`config.mk`:
```
export PLATFORM = sky130hd
export DESIGN_NAME = eth_tx_framer
export DESIGN_NICKNAME = d
export VERILOG_FILES = /design/src/rtl/eth_tx_framer.sv
export SDC_FILE = /design/constraint.sdc
export NUM_CORES = 1
export LEC_CHECK = 0
export CORE_AREA = 2 2 105 107
export CTS_BUF_LIST = sky130_fd_sc_hd__clkbuf_8
export CTS_CLUSTER_SIZE = 14
export DETAILED_ROUTE_END_ITERATION = 16
export DIE_AREA = 0 0 107 109
export PLACE_DENSITY = 0.94
export SETUP_SLACK_MARGIN = 0.5
export SYNTH_ARGS = -nofsm -noshare
export SYNTH_HDL_FRONTEND = slang
export SYNTH_SLANG_ARGS = --single-unit
```
`constraint.sdc`:
```
create_clock -name clk -period 5.6 [get_ports clk]
set_input_delay 0.56 -clock clk [delete_from_list [all_inputs] [get_ports clk]]
set_output_delay 0.56 -clock clk [all_outputs]
set_load 0.1 [all_outputs]
```
`src/rtl/eth_tx_framer.sv`:
```
// Ethernet TX framer: prepends a 14-byte MAC header to a 64-bit
// AXI-Stream payload and re-aligns the bytes toward the MAC.
module eth_tx_framer #(
  parameter int          inwidth = 64,
  parameter logic [47:0] dest    = 48'hFFFF_FFFF_FFFF,
  parameter logic [47:0] source  = 48'hFFFF_FFFF_FFFF,
  parameter logic [15:0] etype   = 16'h0800
) (
  input  logic                   clk,
  input  logic                   rst_n,
  input  logic [inwidth-1:0]     s_tdata,
  input  logic [inwidth/8-1:0]   s_tkeep,
  input  logic                   s_tvalid,
  input  logic                   s_tlast,
  output logic                   s_tready,
  output logic [inwidth-1:0]     m_tdata,
  output logic [inwidth/8-1:0]   m_tkeep,
  output logic                   m_tvalid,
  output logic                   m_tlast,
  input  logic                   m_tready
);

  typedef enum logic [1:0] {
    IDLE,
    HDR,
    BODY,
    TAIL
  } state_t;

  state_t      r_state;
  state_t      w_state_nx;
  logic [63:0] r_tdata;
  logic [63:0] w_tdata_nx;
  logic [7:0]  r_tkeep;
  logic [7:0]  w_tkeep_nx;
  logic        r_tlast;
  logic        w_tlast_nx;
  logic        r_tvalid;
  logic        w_tvalid_nx;
  logic [47:0] r_res;
  logic [47:0] w_res_nx;
  logic [5:0]  r_rkeep;
  logic [5:0]  w_rkeep_nx;
  logic        w_slot_free;
  logic        w_take;
  logic [15:0] w_head;

  assign w_slot_free = !r_tvalid || m_tready;
  assign s_tready    = w_slot_free &&
                       (r_state == HDR || r_state == BODY);
  assign w_take      = s_tvalid && s_tready;
  assign w_head      = s_tdata[63:48];

  assign m_tdata  = r_tdata;
  assign m_tkeep  = r_tkeep;
  assign m_tlast  = r_tlast;
  assign m_tvalid = r_tvalid;

  always_comb begin
    w_state_nx  = r_state;
    w_tdata_nx  = r_tdata;
    w_tkeep_nx  = r_tkeep;
    w_tlast_nx  = r_tlast;
    w_tvalid_nx = r_tvalid && !m_tready;
    w_res_nx    = r_res;
    w_rkeep_nx  = r_rkeep;
    unique case (r_state)
      IDLE: begin
        // Header goes out before the first payload beat is consumed
        if (s_tvalid && w_slot_free) begin
          w_tdata_nx  = {dest, source[47:32]};
          w_tkeep_nx  = 8'hFF;
          w_tlast_nx  = 1'b0;
          w_tvalid_nx = 1'b1;
          w_state_nx  = HDR;
        end
      end
      HDR, BODY: begin
        if (w_take) begin
          if (r_state == HDR) begin
            w_tdata_nx = {source[31:0], etype, w_head};
            w_tkeep_nx = {6'h3F, s_tkeep[7:6]};
          end else begin
            w_tdata_nx = {r_res, w_head};
            w_tkeep_nx = {r_rkeep, s_tkeep[7:6]};
          end
          w_tvalid_nx = 1'b1;
          w_res_nx    = s_tdata[47:0];
          w_rkeep_nx  = s_tkeep[5:0];
          w_tlast_nx  = 1'b0;
          w_state_nx  = BODY;
          if (s_tlast) begin
            if (s_tkeep[5:0] == 6'h00) begin
              w_tlast_nx = 1'b1;
              w_state_nx = IDLE;
            end else begin
              w_state_nx = TAIL;
            end
          end
        end
      end
      TAIL: begin
        if (w_slot_free) begin
          w_tdata_nx  = {r_res, 16'h0000};
          w_tkeep_nx  = {r_rkeep, 2'b00};
          w_tlast_nx  = 1'b1;
          w_tvalid_nx = 1'b1;
          w_state_nx  = IDLE;
        end
      end
      default: ;
    endcase
  end

  always_ff @(posedge clk or negedge rst_n) begin
    if (!rst_n) begin
      r_state  <= IDLE;
      r_tdata  <= '0;
      r_tkeep  <= '0;
      r_tlast  <= 1'b0;
      r_tvalid <= 1'b0;
      r_res    <= '0;
      r_rkeep  <= '0;
    end else begin
      r_state  <= w_state_nx;
      r_tdata  <= w_tdata_nx;
      r_tkeep  <= w_tkeep_nx;
      r_tlast  <= w_tlast_nx;
      r_tvalid <= w_tvalid_nx;
      r_res    <= w_res_nx;
      r_rkeep  <= w_rkeep_nx;
    end
  end

endmodule
```
==> flow_metrics.tcl <==
set metrics [dict create \
    cts_resized 0 \
    drv_cap 0 \
    io_buffers 151 \
    crit_path_max_fanout 57 \
    drive_gt1_frac 0.216 \
    detail-route-antenna-nets 0 \
    synth_area_um2 5540 \
    critPathArrivalTime_ns 3.98 \
    dieHeight_um 109 \
    start_util 0.522 \
    ys_warn_count 0 \
    design_area_um2 7550 \
    antenna_found_initial 0 \
    postCtsSetupRepairBufs 0 \
    hold_buffers 0 \
    min_path_type "in2async" \
    place_hpwl_mm 8.14 \
    cp-start-kind "flop" \
    syn2layout_area_growth_pct 36.3 \
    cts-htree-levels 4 \
    mostFrequentLayoutCells "clkdlybuf4s50_1 (150), dfrtp_1 (129), nand2_1 (97), mux2_2 (71)" \
    synth_nets 519 \
    rows 38 \
    clk_pin_slew_ns 0.08 \
    first_iter_violations 180 \
    cts.path.max_buffers 2 \
    outcome "completed" \
    cp.required_ns 5.04 \
    synth.ff_latch_count 130 \
    pin_count 152 \
    clk_latency_ns 0.44 \
    cts_tree "done" \
    dieWidth_um 107 \
    setup-violations-final 0 \
    grt_max_degree 81 \
    fill_cells 716 \
    syn-mean-instance-area_um2 12.6 \
    rsz0062_at_grt "no" \
    grt_pass1_wl_mm 20.0 \
    core_area_um2 10600 \
    period_minus_slack_ns 4.54 \
    synth-seq-area-share 0.587 \
    gp_congestion 0.787 \
    diodes 0 \
    placed_area_um2 7100 \
    max-slew-margin-rel 0.269 \
    vias 3813 \
    crit_type "reg2out" \
    vias_per_cell 5.17 \
    dr.pass1.iters 4 \
    clock.fmax_mhz 220 \
    wl_mm 12.3 \
    multi_input_area_um2 2070 \
    register_area_um2 3250 \
    cts_made_buffers 17 \
    worst_setup_path_end_kind "output port" \
    tightest_slew_ns 1.10 \
    timing.final.crit_share 0.812 \
    clockRootBuffer "clkbuf_8" \
    final_common_cell "clkdlybuf4s50_1" \
    synthCells 439 \
    yosysUniqueCellTypes 29 \
    grt_overflow 0 \
    drc_errors 0 \
    tns_ns 0 \
    fin_nets 664 \
    detail_route.wl_per_cell_um 16.7 \
    fin_util 0.712 \
    skew_ns 0.0123 \
    drv_slew 0 \
    die_area_um2 11700 \
    grt_pass1_vias 4040 \
    hold_viol_final 0 \
    cts_num_sinks 130 \
    grt_usage 0.227 \
]
-- metal layers --
metal,share of wire,vias up,wire length [um],GRT usage
met3,0.054,29,670,0.0580
met4,0.032,0,390,0.127
met5,0,-,0,0
li1,-,1779,-,-
met2,0.49,132,6030,0.370
met1,0.43,1873,5240,0.277
-- cell type report --
| type | instances | share of cell area |
|---|---|---|
| multi-input cells | 262 | 0.274 |
| clock inverters | 11 | 0.0211 |
| clock buffers | 21 | 0.0383 |
| repair buffers | 154 | 0.203 |
| flip-flops and latches | 130 | 0.431 |
| inverters | 19 | 0.00945 |
| well taps | 140 | 0.0232 |
-- cell families after synthesis --
logic type / after synthesis / synth area share
AO/OA/AOI/OAI: 42 / 0.0553
buffers and inverters: 47 / 0.0422
adder cells (fa/ha/maj): 3 / 0.00678
flip-flops: 130 / 0.587
multiplexers: 110 / 0.230
AND/OR/NAND/NOR: 107 / 0.0782
-- metrics by stage --
step | setup slack [ns] | hold WS [ns] | cells
3_3_place_gp | 1.57 | 0.474 | 705
3_5_place_dp | 1.49 | 0.486 | 705
2_1_floorplan | 2.88 | 0.264 | 439
4_1_cts | 1.02 | 0.292 | 737
6_report | 1.06 | 0.265 | 737
5_1_grt | 0.776 | 0.362 | 737
-- state kept, by name, indices dropped and copies added, names as in the netlist --
register,cells
m_tlast,1
m_tdata,64
r_rkeep,6
r_state,2
m_tkeep,8
r_res,48
m_tvalid,1
-- worst max-delay path, cell delays in order, from the launching register on --
cell and delay (ns):
dfrtp_2 1.04, inv_1 0.29, ha_1 0.81, and2_1 0.26, clkdlybuf4s50_1 1.14
-- path summary, 6_finish.rpt --
path	from	slack [ns]	to	cells after the start
setup reg to reg	r_state[1]	1.73	r_res[28]	6
hold / removal	rst_n	0.26	m_tdata[37]	1
hold reg to reg	r_res[7]	0.50	r_res[7]	1
setup / recovery	r_state[1]	1.06	s_tready	4
min in group clk	r_res[7]	0.50	r_res[7]	1
max in group asynchronous	rst_n	4.13	r_res[40]	2
-- cell usage after synthesis (all sizes together) --
cell type | n | area, um2
nor2 | 2 | 7.51
or4 | 1 | 11.3
nor3 | 1 | 5.00
nand2b | 2 | 15.0
inv | 19 | 71.3
o21ba | 1 | 10.0
nor4 | 1 | 12.5
nand2 | 98 | 370
o221a | 1 | 11.3
o21a | 1 | 7.51
dfrtp | 130 | 3250
mux2 | 94 | 1110
buf | 19 | 129
a21oi | 18 | 101
o21ai | 2 | 10.0
and2 | 1 | 6.26
clkbuf | 9 | 33.8
ha | 3 | 37.5
mux2i | 16 | 160
a211o | 1 | 8.76
a2bb2oi | 18 | 158
nand3 | 1 | 5.00
Power is not shown: default switching activity piles up to over one toggle a cycle in this logic, so the estimate is an artifact.
==> patch 1, RTL diff (same flow settings) <==
Encoding of `state_t`: now one-hot (4 bits for 4 states).
--- a/src/rtl/eth_tx_framer.sv
+++ b/src/rtl/eth_tx_framer.sv
@@ -21,9 +21,9 @@
 );
 
-  typedef enum logic [1:0] {
-    IDLE,
-    HDR,
-    BODY,
-    TAIL
+  typedef enum logic [3:0] {
+    IDLE = 4'b0001,
+    HDR  = 4'b0010,
+    BODY = 4'b0100,
+    TAIL = 4'b1000
   } state_t;
 
Check against the original RTL: no difference found for any inputs over 4 cycles, from zero or initial values and one cycle with rst_n low; so few cycles prove little.
==> patch 1 against the unedited design <==
Worst hold slack worse by 0.034 ns; maximum frequency grew 25%; sequential cell count up 2; wire length down 2.7%; worst setup slack better by 0.92 ns; design area decreased by 1.6%; synthesized area decreased by 2.9%.
Power is left out: the tool's default activity adds up to more than one toggle a clock period on the data nets, which glitch-free logic cannot reach.
==> patch 1: results (changes against the unedited design) <==
| Metric | Value |
|---|---|
| Initial DRC count | `182 (+1.1%)` |
| M3 GR Usage | `0.0909 (+0.0329)` |
| Unique masters post-synth | `37 (+28%)` |
| Gr usage total | `0.222 (-0.00506)` |
| R2R Path End | `r_res[2]` |
| Largest net degree at the start of global routing | `70 (-14%)` |
| Synth Area in Compound Gates | `0.114 (+0.0586)` |
| Post-route clock skew | `0.00913 ns (-0.00316 ns)` |
| M2 GR Usage | `0.368 (-0.00273)` |
| CP max FO | `21 (-63%)` |
| Max-slew headroom | `0.325 (+0.0563)` |
| DP Wirelength | `8180 um (+0.50%)` |
| Layout cell share with drive strength beyond 1 | `0.0811 (-0.135)` |
| FF-to-FF path depth | `5 (-1)` |
| Status | `complete, no violations` |
| Post-DR wirelength/cell | `17.3 um (+3.1%)` |
| Met2 wire length | `6000 um (-0.38%)` |
| Dpl ws | `2.43 ns (+0.934 ns)` |
| Worst EP arrival | `3.07 ns (-0.91 ns)` |
| WL met1 | `5050 um (-3.6%)` |
| R2R setup slack | `2.83 ns (+1.10 ns)` |
| Final WL | `12000 um (-2.7%)` |
| Syn Area/Cell | `13.6 um2 (+8.0%)` |
| Area post-placement | `6930 um2 (-2.3%)` |
| Nets | `621 (-6.5%)` |
| Post-Synth XOR/XNOR Area | `0.00326 (+0.00326)` |
| Multiplexer share of the synthesized area | `0.180 (-0.0499)` |
-- patch 1: cell type report --
| class | instances | area (um2) |
|---|---|---|
| clock buffer | 17 | 234 |
| clock inverter | 13 | 258 |
| fill | 742 | 3180 |
| inverter | 36 | 135 |
| multi-input combinational | 200 | 1770 |
| sequential | 132 | 3300 |
| tap | 140 | 175 |
| timing repair buffer | 157 | 1550 |
-- patch 1: worst max-delay path, cell delays in order (launching register included) --
cell	delay, ns
dfrtp_1	0.56
nand2b_1	0.27
a211oi_2	0.23
buf_4	0.28
inv_2	0.07
nor2_1	0.09
clkdlybuf4s50_1	1.14
-- patch 1: how the worst min path moves through the flow --
stage / to / slack, ns / cells past startpoint
3_5_place_dp: m_tdata[54] / 0.48 / 1
2_1_floorplan: m_tdata[0] / 0.26 / 0
4_1_cts: r_res[12] / 0.25 / 1
6_report: r_res[12] / 0.23 / 1
5_1_grt: r_res[14] / 0.26 / 1
3_3_place_gp: m_tdata[52] / 0.47 / 1
==> patch 2, RTL diff (same flow settings) <==
Made on the original files. Change the parameter `source` from 48'hFFFF_FFFF_FFFF to 48'h800000000000.
--- a/src/rtl/eth_tx_framer.sv
+++ b/src/rtl/eth_tx_framer.sv
@@ -4,5 +4,5 @@
   parameter int          inwidth = 64,
   parameter logic [47:0] dest    = 48'hFFFF_FFFF_FFFF,
-  parameter logic [47:0] source  = 48'hFFFF_FFFF_FFFF,
+  parameter logic [47:0] source  = 48'h800000000000,
   parameter logic [15:0] etype   = 16'h0800
 ) (
Function: changed (a bounded check fails within 4 cycles, from zero or initial values and one cycle with rst_n low).
==> patch 2 against the unedited design <==
Worst setup slack improved by 0.094 ns; count of clock-buffer cells in the layout unchanged; sequential cell count unchanged; register-to-register slack got worse by 0.02 ns; first-iteration DRC count increased by 4.4%; wire length increased by 5.4%; synthesized area decreased by 1.2%; design area decreased by 1.1%.
Power is not shown: default switching activity piles up to over one toggle a cycle in this logic, so the estimate is an artifact.
==> patch 2: results (changes against the unedited design) <==
| Metric | Value |
|---|---|
| Post-CTS resize count | `0 (unchanged)` |
| Clk buf depth | `2 (unchanged)` |
| Status | `complete, no violations` |
| Unique masters post-synth | `33 (+14%)` |
| CTS clk-pin slew, worst paths | `0.07 ns` |
| Ys async rst share | `1.00 (unchanged)` |
| CTS Buf Count | `17 (unchanged)` |
| Net Count, Synth | `541 (+4.2%)` |
| Gp weighted congestion | `0.762 (-3.1%)` |
| Vias per inst | `5.28 (+2.0%)` |
| Antenna fix cells | `0 (unchanged)` |
| Vias in the first global route | `4232 (+4.8%)` |
| Most common library cells after synthesis | `dfrtp_1 (130), mux2_2 (61), inv_1 (58)` |
| Routed Antenna Nets | `0 (unchanged)` |
| First-pass GRT wire length | `20700 um (+3.3%)` |
| Hold Crit Class | `in2async` |
| First-pass DRT Iterations | `4 (unchanged)` |
| Initial DRC count | `188 (+4.4%)` |
| Largest net degree at the start of global routing | `67 (-17%)` |
| CP max FO | `58 (+1.8%)` |
| Nets | `683 (+2.9%)` |
| Top cells by area, synth | `dfrtp_1 (59%), mux2_2 (13%), mux2i_1 (5.9%)` |
| Final WL | `13000 um (+5.4%)` |
| CTS HTree Levels | `4 (unchanged)` |
| Worst EP arrival | `3.89 ns (-0.09 ns)` |
| Synth warn | `0 (unchanged)` |
| Root Buffer | `clkbuf_8` |
| Post-route clock skew | `0.0112 ns (-0.00108 ns)` |
| Gr usage total | `0.232 (+0.00529)` |
| Clk_lat worst skew | `0.43 ns` |
| Register area share after synthesis | `0.594 (+0.00684)` |
| Initial antenna violation count | `0 (unchanged)` |
| Number of port buffers | `151 (unchanged)` |
| Max-slew headroom | `0.137 (-0.132)` |
| Filler Cell Count | `732 (+2.2%)` |
| DP Wirelength | `8840 um (+8.6%)` |
| Layout cell share with drive strength beyond 1 | `0.169 (-0.0472)` |
| Total setup buffers inserted after CTS | `0 (unchanged)` |
| Max reg flops | `64 (unchanged)` |
patch 2: logic make-up after synthesis:
group                      count (synthesis)  synth area share
buffers and inverters                     89            0.0708
DFF                                      130             0.594
muxes                                     94             0.186
and+or+nand+nor                           55            0.0475
adders and majority gates                  3           0.00686
AOI/OAI and AO/OA                         90            0.0946
patch 2: through the flow:
step / util / setup WS (ns) / cells / cell area, um2 / hold slack [ns]
floorplan: - / 2.37 / 461 / 5480 / 0.264
global placement: 0.664 / 1.82 / 724 / 7040 / 0.487
detailed placement: 0.664 / 1.65 / 724 / 7040 / 0.492
CTS: 0.704 / 1.14 / 756 / 7460 / 0.242
global route: 0.704 / 0.996 / 756 / 7460 / 0.278
finish: 0.704 / 1.15 / 756 / 7460 / 0.221
patch 2: worst paths after layout:
path	from	end	slack, ns	cells past startpoint
worst min-delay path	rst_n	m_tdata[13]	0.22	1
min in group clk	r_rkeep[4]	r_rkeep[4]	0.51	1
worst max register to register	r_state[1]	m_tdata[27]	1.71	7
max in group asynchronous	rst_n	m_tdata[16]	4.05	2
worst min register to register	r_rkeep[4]	r_rkeep[4]	0.51	1
worst max-delay path	r_state[1]	s_tready	1.15	5
patch 2: final cells by class:
| class | instances | area share |
|---|---|---|
| clock buffer | 21 | 0.0387 |
| clock inverter | 11 | 0.0181 |
| inverter | 58 | 0.0292 |
| multi-input combinational | 242 | 0.247 |
| sequential | 130 | 0.436 |
| tap | 140 | 0.0235 |
| timing repair buffer | 154 | 0.207 |
patch 2: worst max-delay path, cell delays in order (launching register included):
cell and delay (ns):
dfrtp_2 1.07, inv_1 0.23, ha_1 0.69, inv_1 0.14, nor2_1 0.18, clkdlybuf4s50_1 1.15
patch 2: layer usage:
layer,wire (um),global-route usage
met2,6730,0.401
met3,773,0.0610
met4,250,0.0983
met5,0,0
met1,5240,0.277
